<file path="src/rtl/mc_pkg.sv">
// Shared encodings for the multicycle controller: opcodes, states and mux codes.
package mc_pkg;

    localparam logic [5:0] OP_RTYPE = 6'h00;
    localparam logic [5:0] OP_LW    = 6'h23;
    localparam logic [5:0] OP_SW    = 6'h2B;
    localparam logic [5:0] OP_BEQ   = 6'h04;
    localparam logic [5:0] OP_ADDI  = 6'h08;
    localparam logic [5:0] OP_J     = 6'h02;

    typedef enum logic [3:0] {
        S_FETCH  = 4'd0,
        S_DECODE = 4'd1,
        S_MEMADR = 4'd2,
        S_MEMRD  = 4'd3,
        S_MEMWB  = 4'd4,
        S_MEMWR  = 4'd5,
        S_RTEX   = 4'd6,
        S_RTWB   = 4'd7,
        S_BEQ    = 4'd8,
        S_ADDIEX = 4'd9,
        S_ADDIWB = 4'd10,
        S_JUMP   = 4'd11,
        S_FAULT  = 4'd12
    } state_e;

    localparam logic [1:0] ALU_ADD   = 2'd0;
    localparam logic [1:0] ALU_SUB   = 2'd1;
    localparam logic [1:0] ALU_FUNCT = 2'd2;

    localparam logic [1:0] SRCB_B      = 2'd0;
    localparam logic [1:0] SRCB_4      = 2'd1;
    localparam logic [1:0] SRCB_IMM    = 2'd2;
    localparam logic [1:0] SRCB_IMMSL2 = 2'd3;

    localparam logic [1:0] PCSRC_ALU    = 2'd0;
    localparam logic [1:0] PCSRC_ALUOUT = 2'd1;
    localparam logic [1:0] PCSRC_JUMP   = 2'd2;

endpackage

</file>
<file path="src/rtl/mc_wait_timer.sv">
// Memory-wait counter: counts stalled request cycles and flags the timeout.
module mc_wait_timer #(
    parameter int unsigned WAIT_MAX = 15
) (
    input  logic clk,
    input  logic rst_n,
    input  logic clr,
    input  logic inc,
    output logic expired
);

    logic [7:0] cnt_q, cnt_d;

    // Clear wins over increment; otherwise hold.
    always_comb begin
        cnt_d = cnt_q;
        if (clr)      cnt_d = 8'd0;
        else if (inc) cnt_d = cnt_q + 8'd1;
    end

    // Counter register.
    always_ff @(posedge clk or negedge rst_n) begin
        if (!rst_n) cnt_q <= 8'd0;
        else        cnt_q <= cnt_d;
    end

    // Fires on the stalled cycle that would bring the count to WAIT_MAX.
    // An ack in that cycle drops inc, so a last-moment ack is honoured.
    assign expired = inc && (cnt_q == 8'(WAIT_MAX - 1));

endmodule

</file>
<file path="src/rtl/multicycle_ctrl.sv">
// Multicycle MIPS-subset control FSM with memory-wait timeout.
module multicycle_ctrl
    import mc_pkg::*;
#(
    parameter int unsigned WAIT_MAX = 15
) (
    input  logic       clk,
    input  logic       rst_n,
    input  logic [5:0] opcode,
    input  logic       zero,
    input  logic       mem_ack,
    output logic       mem_read,
    output logic       mem_write,
    output logic       ir_write,
    output logic       pc_en,
    output logic       i_or_d,
    output logic       reg_dst,
    output logic       mem_to_reg,
    output logic       reg_write,
    output logic       alu_src_a,
    output logic [1:0] alu_src_b,
    output logic [1:0] alu_op,
    output logic [1:0] pc_source,
    output logic       fault,
    output logic [3:0] state_o
);

    state_e state_q, state_d;
    logic   pending, ack_v, entering, tmr_clr, tmr_inc, expired;
    logic   pc_write, pc_write_cond;

    // Only acks during an outstanding request mean anything.
    assign pending  = (state_q == S_FETCH) || (state_q == S_MEMRD) || (state_q == S_MEMWR);
    assign ack_v    = pending && mem_ack;
    assign entering = (state_d != state_q) &&
                      ((state_d == S_FETCH) || (state_d == S_MEMRD) || (state_d == S_MEMWR));
    assign tmr_inc  = pending && !mem_ack;
    assign tmr_clr  = ack_v || entering;

    mc_wait_timer #(.WAIT_MAX(WAIT_MAX)) u_timer (
        .clk     (clk),
        .rst_n   (rst_n),
        .clr     (tmr_clr),
        .inc     (tmr_inc),
        .expired (expired)
    );

    // State register.
    always_ff @(posedge clk or negedge rst_n) begin
        if (!rst_n) state_q <= S_FETCH;
        else        state_q <= state_d;
    end

    // Next-state and Moore output decode; everything forced low while in reset.
    always_comb begin
        state_d       = state_q;
        mem_read      = 1'b0;
        mem_write     = 1'b0;
        ir_write      = 1'b0;
        pc_write      = 1'b0;
        pc_write_cond = 1'b0;
        i_or_d        = 1'b0;
        reg_dst       = 1'b0;
        mem_to_reg    = 1'b0;
        reg_write     = 1'b0;
        alu_src_a     = 1'b0;
        alu_src_b     = SRCB_B;
        alu_op        = ALU_ADD;
        pc_source     = PCSRC_ALU;
        fault         = 1'b0;
        case (state_q)
            S_FETCH: begin
                mem_read  = 1'b1;
                alu_src_b = SRCB_4;
                ir_write  = mem_ack;
                pc_write  = mem_ack;
                if (mem_ack)      state_d = S_DECODE;
                else if (expired) state_d = S_FAULT;
            end
            S_DECODE: begin
                alu_src_b = SRCB_IMMSL2;
                case (opcode)
                    OP_LW, OP_SW: state_d = S_MEMADR;
                    OP_RTYPE:     state_d = S_RTEX;
                    OP_BEQ:       state_d = S_BEQ;
                    OP_ADDI:      state_d = S_ADDIEX;
                    OP_J:         state_d = S_JUMP;
                    default:      state_d = S_FETCH;
                endcase
            end
            S_MEMADR: begin
                alu_src_a = 1'b1;
                alu_src_b = SRCB_IMM;
                state_d   = (opcode == OP_SW) ? S_MEMWR : S_MEMRD;
            end
            S_MEMRD: begin
                mem_read = 1'b1;
                i_or_d   = 1'b1;
                if (mem_ack)      state_d = S_MEMWB;
                else if (expired) state_d = S_FAULT;
            end
            S_MEMWB: begin
                reg_write  = 1'b1;
                mem_to_reg = 1'b1;
                state_d    = S_FETCH;
            end
            S_MEMWR: begin
                mem_write = 1'b1;
                i_or_d    = 1'b1;
                if (mem_ack)      state_d = S_FETCH;
                else if (expired) state_d = S_FAULT;
            end
            S_RTEX: begin
                alu_src_a = 1'b1;
                alu_op    = ALU_FUNCT;
                state_d   = S_RTWB;
            end
            S_RTWB: begin
                reg_write = 1'b1;
                reg_dst   = 1'b1;
                state_d   = S_FETCH;
            end
            S_BEQ: begin
                alu_src_a     = 1'b1;
                alu_op        = ALU_SUB;
                pc_write_cond = 1'b1;
                pc_source     = PCSRC_ALUOUT;
                state_d       = S_FETCH;
            end
            S_ADDIEX: begin
                alu_src_a = 1'b1;
                alu_src_b = SRCB_IMM;
                state_d   = S_ADDIWB;
            end
            S_ADDIWB: begin
                reg_write = 1'b1;
                state_d   = S_FETCH;
            end
            S_JUMP: begin
                pc_write  = 1'b1;
                pc_source = PCSRC_JUMP;
                state_d   = S_FETCH;
            end
            S_FAULT: begin
                fault   = 1'b1;
                state_d = S_FAULT;
            end
            default: state_d = S_FAULT;
        endcase
        pc_en = pc_write || (pc_write_cond && zero);
        if (!rst_n) begin
            mem_read   = 1'b0;
            mem_write  = 1'b0;
            ir_write   = 1'b0;
            pc_en      = 1'b0;
            i_or_d     = 1'b0;
            reg_dst    = 1'b0;
            mem_to_reg = 1'b0;
            reg_write  = 1'b0;
            alu_src_a  = 1'b0;
            alu_src_b  = SRCB_B;
            alu_op     = ALU_ADD;
            pc_source  = PCSRC_ALU;
            fault      = 1'b0;
        end
    end

    assign state_o = state_q;

endmodule

</file>
<file path="config.mk">
export PLATFORM = sky130hd
export DESIGN_NAME = multicycle_ctrl
export DESIGN_NICKNAME = d
export VERILOG_FILES = /design/src/rtl/mc_pkg.sv /design/src/rtl/mc_wait_timer.sv /design/src/rtl/multicycle_ctrl.sv
export SDC_FILE = /design/constraint.sdc
export NUM_CORES = 1
export LEC_CHECK = 0
export CORE_ASPECT_RATIO = 1.1
export CORE_MARGIN = 2
export CORE_UTILIZATION = 35
export DETAILED_ROUTE_END_ITERATION = 12
export GPL_TIMING_DRIVEN = 0
export PLACE_DENSITY = 0.63
export RECOVER_POWER = 25
export SLEW_MARGIN = 5
export SYNTH_ARGS = -nofsm -noshare
export SYNTH_HDL_FRONTEND = slang
export SYNTH_SLANG_ARGS = --single-unit
</file>
<file path="constraint.sdc">
create_clock -name clk -period 6.35 [get_ports clk]
set_input_delay 1.27 -clock clk [delete_from_list [all_inputs] [get_ports clk]]
set_output_delay 1.27 -clock clk [all_outputs]
set_load 0.02 [all_outputs]
</file>
==> reports/qor.yml, run 1 <==
grt_overflow: 0
numCtsBuffers: 3
root_buffer: "clkbuf_4"
met2_length_um: 1490
syn2layout_area_growth_pct: 33.4
drt-total-wl_um: 3110
synth_top_area_share_pct: 27.2
required_ns: 5.08
rows: 21
drv_slew: 0
crit_path_end_kind: "primary output"
fmax_ghz: 0.207
fin_util_pct: 48.8
hold_viol_final: 0
rsz0062_at_grt: "no"
cts_resized: 0
ctsLongestPathBuffers: 2
fin_crit_sh_pct: 76.1
post_cts_buffers: 0
cp-start-kind: "input port"
place.gp.congestion: 0.870
wl_met1_um: 1390
ios: 30
grt_max_degree: 22
clk_pin_slew_ns: 0.07
vias: 1253
dp_hpwl_um: 2300
ys_seq_elements: 12
synth_common_cells: "25 x nor2_1, 16 x nand2_1, 12 x dfrtp_1, 11 x nor3_1, 8 x a21oi_1"
htree_levels: 1
clock_latency_ns: 0.28
cpMaxStageDelayCell: "dlygate4sd3_1"
total_power_w: 0.000475
yosysWarningCount: 0
syn-mean-instance-area_um2: 7.46
crit_chain: "dlygate4sd3_1, nand2_1, nor2_1, a211o_1, clkdlybuf4s50_1"
cp.arrival_ns: 3.56
grt_pass1_wl_um: 5440
num_antenna_cells: 0
async_flop_share_pct: 100
grt.total_usage_pct: 18.7
die_y_um: 62.9
hold_path.class: "flop to flop"
detail_route.iter0.violations: 39
drt-pass1-iter-count: 4
clkSinkCount: 12
top_layer_used: "met4"
maxCapViolCount: 0
nFillCells: 300
synth_edf_count: 0
worst-path-buf-inv: 2
synth_cell_types: 45
initial_core_util_pct: 36.6
fin_crit_ns: 4.83
post-synth-top-count-cell: "nor2_1"
slew_headroom_pct: 42.3
ir_drop_mv: 0.165
ys_seq_area_share_pct: 27.2
cp_max_fo: 21
crit_type: "input port to primary output"
finClkSkew_ns: 0.00697
coreArea_um2: 3020
via_per_inst: 5.83
drive_gt1_share_pct: 7.18
cts_tree: "done"
drc_errors: 0
die_w_um: 57.6
synthTopCellsByArea: "dfrtp_1 27%, nor2_1 8.5%, nand2_1 5.4%, nor3_1 5.0%, a2bb2oi_1 4.0%"
mappedNetlistNets: 160
synth_ff_type: "dfrtp_1"
grt_antenna_before_repair: 0
status: "finished clean"
wl_per_cell_um: 14.4
syn-instance-count: 148
setup_viol: 0
worstMarginPinSlew_ns: 0.862
crit_family: "buffers and inverters"
hold_ws_ns: 0.569
fin_nets: 194
grt_pass1_vias: 1217
tns_ns: 0
powerDensity_nw_per_um2: 323
synth_top_area_cell: "dfrtp_1"
p_leak_nw: 0.610
met3_length_um: 148
io_buffers: 29
fp.dieArea_um2: 3620
hold_buffers: 0
synth_area_um2: 1100
ant_nets: 0
cpPeakStageDelay_ns: 1.10
## cells in the final DEF, fill, tap and decap left out, types with 2 or more instances in the layout
cell / netlist / routed
dfrtp_1: 12 / 12
and2_1: 2 / 2
nand2b_1: 4 / 4
nor4_1: 2 / 2
a21oi_1: 8 / 8
nor2b_1: 6 / 6
o21ai_0: 3 / 3
nor3_1: 11 / 11
nor3b_1: 2 / 2
clkbuf_4: 0 / 3
a2bb2oi_1: 5 / 5
clkdlybuf4s50_1: 0 / 28
nand2_1: 16 / 16
clkbuf_1: 6 / 6
nand4_1: 5 / 5
inv_1: 2 / 2
nand3_1: 3 / 3
or3b_2: 2 / 2
nor2_1: 25 / 25
xor2_1: 2 / 2
ha_1: 2 / 2
buf_2: 2 / 2
and3_1: 4 / 4
## area by class of cell
cell class | count | area, um2 | area share (%)
Tap cell | 34 | 42.5 | 2.89
Buffer | 9 | 40.0 | 2.72
Multi-Input combinational cell | 125 | 757 | 51.4
Inverter | 2 | 7.51 | 0.509
Timing Repair Buffer | 29 | 290 | 19.7
Clock buffer | 4 | 36.3 | 2.46
Sequential cell | 12 | 300 | 20.4
## worst paths after layout
check                                       from                to  slack [ns]  depth (start not counted)
min in group asynchronous                  rst_n  u_timer.cnt_q[0]        1.54                          1
worst max register to register  u_timer.cnt_q[5]  u_timer.cnt_q[4]        3.85                          6
max in group asynchronous                  rst_n  u_timer.cnt_q[4]        4.27                          1
worst max-delay path                       rst_n             pc_en        1.52                          5
worst min register to register  u_timer.cnt_q[7]  u_timer.cnt_q[7]        0.57                          2
worst min-delay path            u_timer.cnt_q[7]  u_timer.cnt_q[7]        0.57                          2
## flip-flops by register name (all words and copies together), names as in the netlist
signal,cells
u_timer.cnt_q,8
state_o,4
## tightest hold or removal path, cell delays in order (launching register included)
cell	delay, ns
dfrtp_1	0.38
a2bb2oi_1	0.07
nor2_1	0.08
## logic make-up (layout without fill, tap and decap cells)
| group | after synthesis | in the layout | synth area share, % |
|---|---|---|---|
| fa+ha+maj | 2 | 2 | 2.26 |
| simple gates | 89 | 89 | 41.4 |
| xor+xnor | 2 | 2 | 1.59 |
| mux | 1 | 1 | 0.906 |
| buf+inv | 11 | 44 | 4.30 |
| flops | 12 | 12 | 27.2 |
| compound gates | 31 | 31 | 22.3 |
## power breakdown
part | internal (W) | switching [W] | total (W)
clock network | 0.0000349 | 0.0000269 | 0.0000618
registers | 0.0000885 | 0.0000169 | 0.000105
logic | 0.000120 | 0.000188 | 0.000308
total | 0.000244 | 0.000232 | 0.000475
## metal layers
layer	vias to the layer above	GRT usage, %
met3	9	2.48
met1	598	22.8
met5	-	0
li1	609	-
met4	0	8.72
met2	37	32.0
## metrics by stage
stage | setup slack (ns) | cell area (um2) | std cells
after floorplan | 2.90 | 1100 | 148
after global placement | 1.58 | 1440 | 211
after detailed placement | 1.56 | 1440 | 211
after CTS | 1.55 | 1470 | 215
after global routing | 1.30 | 1470 | 215
final | 1.52 | 1470 | 215
Power figures use the tool's default switching activity.
==> inputs of run 2 (changes only) <==
Clock period 6.35 ns to 5.06 ns, I/O delays scaled along.
==> results of run 2 <==
The final DEF is identical to that of run 1. Status: finished clean.
Main changes from that run: setup slack after placement 1.56 ns -> 0.782 ns; setup slack after layout 1.52 ns -> 0.743 ns; register-to-register setup slack 3.85 ns -> 2.56 ns; total power 0.000475 W -> 0.000597 W; worst IR drop on VDD 0.165 mV -> 0.207 mV
==> inputs of run 3 (changes only) <==
Settings changed: RECOVER_POWER 25 to 50.
==> run 3 against run 2 <==
- clock-buffer cell count did not move
- critical path depth did not move
- clock power barely moved
- critical endpoint unchanged
==> reports/qor.yml, run 3 (same netlist as run 1, synthesis figures left out) <==
seq_area_um2: 300  # unchanged
mostFrequentLayoutCells: "25 x nor2_1, 22 x clkdlybuf4s50_1, 16 x nand2_1"  # was 28 x clkdlybuf4s50_1, 25 x nor2_1, 16 x nand2_1
slew_headroom_pct: 36.1  # was 42.3%
clock_latency_ns: 0.28  # about the same
via_per_inst: 5.84  # was 5.83
fin_crit_sh_pct: 85.3  # about the same
drc_errors: 0  # unchanged
fin_crit_ns: 4.32  # about the same
die_w_um: 57.6  # unchanged
hold_viol_final: 0  # unchanged
wl_per_cell_um: 14.5  # was 14.4 um
total_power_w: 0.000573  # was 0.000597 W
post_cts_buffers: 0  # unchanged
worstMarginPinSlew_ns: 0.959  # was 0.862 ns
nFillCells: 303  # was 300
num_antenna_cells: 0  # unchanged
drv_slew: 0  # unchanged
dpl_cell_area_um2: 1440  # unchanged
required_ns: 4.05  # about the same
grt_pass1_wl_um: 5440  # unchanged
root_buffer: "clkbuf_4"  # unchanged
clk_pin_slew_ns: 0.07  # about the same
rsz0062_at_grt: "no"  # unchanged
ant_nets: 0  # unchanged
cp-start-kind: "input port"  # unchanged
die_y_um: 62.9  # unchanged
tns_ns: 0  # unchanged
top_register: "u_timer.cnt_q"  # unchanged
grt.total_usage_pct: 18.7  # unchanged
dp_hpwl_um: 2300  # unchanged
drt-pass1-iter-count: 4  # unchanged
fin_nets: 194  # unchanged
status: "finished clean"  # unchanged
vias: 1255  # was 1253
grt_max_degree: 22  # unchanged
drt-total-wl_um: 3130  # was 3110 um
clkSinkCount: 12  # unchanged
syn2layout_area_growth_pct: 31.8  # was 33.4%
maxCapViolCount: 0  # unchanged
initial_core_util_pct: 36.6  # unchanged
fin_util_pct: 48.2  # was 48.8%
fp.dieArea_um2: 3620  # unchanged
p_leak_nw: 0.617  # was 0.610 nW
setup_viol: 0  # unchanged
grt_antenna_before_repair: 0  # unchanged
htree_levels: 1  # unchanged
fmax_ghz: 0.232  # about the same
finClkSkew_ns: 0.00644  # was 0.00697 ns
detail_route.iter0.violations: 39  # unchanged
io_buffers: 29  # unchanged
hold_buffers: 0  # unchanged
cts_resized: 0  # unchanged
grt_pass1_vias: 1217  # unchanged
ir_drop_mv: 0.206  # was 0.207 mV
ios: 30  # unchanged
cts_tree: "done"  # unchanged
rows: 21  # unchanged
crit_path_end_kind: "primary output"  # unchanged
coreArea_um2: 3020  # unchanged
powerDensity_nw_per_um2: 393  # was 405 nW/um2
grt_overflow: 0  # unchanged
place.gp.congestion: 0.870  # unchanged
cp_max_fo: 21  # unchanged
hold_path.class: "flop to flop"  # unchanged
finalInstanceArea_um2: 1460  # was 1470 um2
ctsLongestPathBuffers: 2  # unchanged
multi_input_area_um2: 739  # was 757 um2
numCtsBuffers: 3  # unchanged
drive_gt1_share_pct: 6.63  # was 7.18%
cp.arrival_ns: 3.30  # was 3.31 ns
mostFrequentLayoutCell: "nor2_1"  # was clkdlybuf4s50_1
crit_type: "input port to primary output"  # unchanged
largest_reg_flops: 8  # unchanged
## run 3: changes by cell type in the layout (fill, tap and decap cells not counted), sizes merged
cell	change
clkdlybuf4s50	-6
dlygate4sd3	+6
## run 3: worst paths after layout
kind	cells past startpoint	start	slack, ns	to
worst min register to register	2	u_timer.cnt_q[7]	0.57	u_timer.cnt_q[7]
min in group asynchronous	1	rst_n	1.28	u_timer.cnt_q[0]
worst max-delay path	5	rst_n	0.74	pc_en
worst max register to register	8	u_timer.cnt_q[0]	2.09	u_timer.cnt_q[4]
worst min-delay path	2	u_timer.cnt_q[7]	0.57	u_timer.cnt_q[7]
max in group asynchronous	1	rst_n	3.25	u_timer.cnt_q[4]
## run 3: worst max-delay path: stages
cell,delay [ns]
dlygate4sd3_1,1.10
nand2_1,0.21
nor2_1,0.22
a211o_1,0.15
clkdlybuf4s50_1,0.60
## run 3: final cells by class
type | count | area share (%)
Timing Repair Buffer | 29 | 19.9
Sequential cell | 12 | 20.6
Multi-Input combinational cell | 125 | 50.8
Buffer | 9 | 2.75
Tap cell | 34 | 2.92
Inverter | 2 | 0.515
Clock buffer | 4 | 2.49
## run 3: power by group
part | internal, W | switching [W]
combinational | 0.000138 | 0.000225
clock | 0.0000438 | 0.0000339
sequential | 0.000111 | 0.0000207
total | 0.000293 | 0.000280
## run 3: metrics by stage
step                      setup slack (ns)  std cells  hold slack, ns
final                                0.743        215           0.569
after detailed placement             0.782        211           0.559
after global placement               0.810        211           0.554
after CTS                            0.775        215           0.576
after global routing                 0.521        215           0.636
after floorplan                       2.13        148           0.519
## run 3: per-layer routing
layer | GRT usage, % | wire [um] | share of wire, % | vias up
met5 | 0 | 0 | 0 | -
li1 | - | - | - | 607
met1 | 22.8 | 1390 | 44 | 596
met2 | 32.0 | 1490 | 48 | 43
met4 | 8.72 | 71 | 2.3 | 0
met3 | 2.48 | 174 | 5.6 | 9
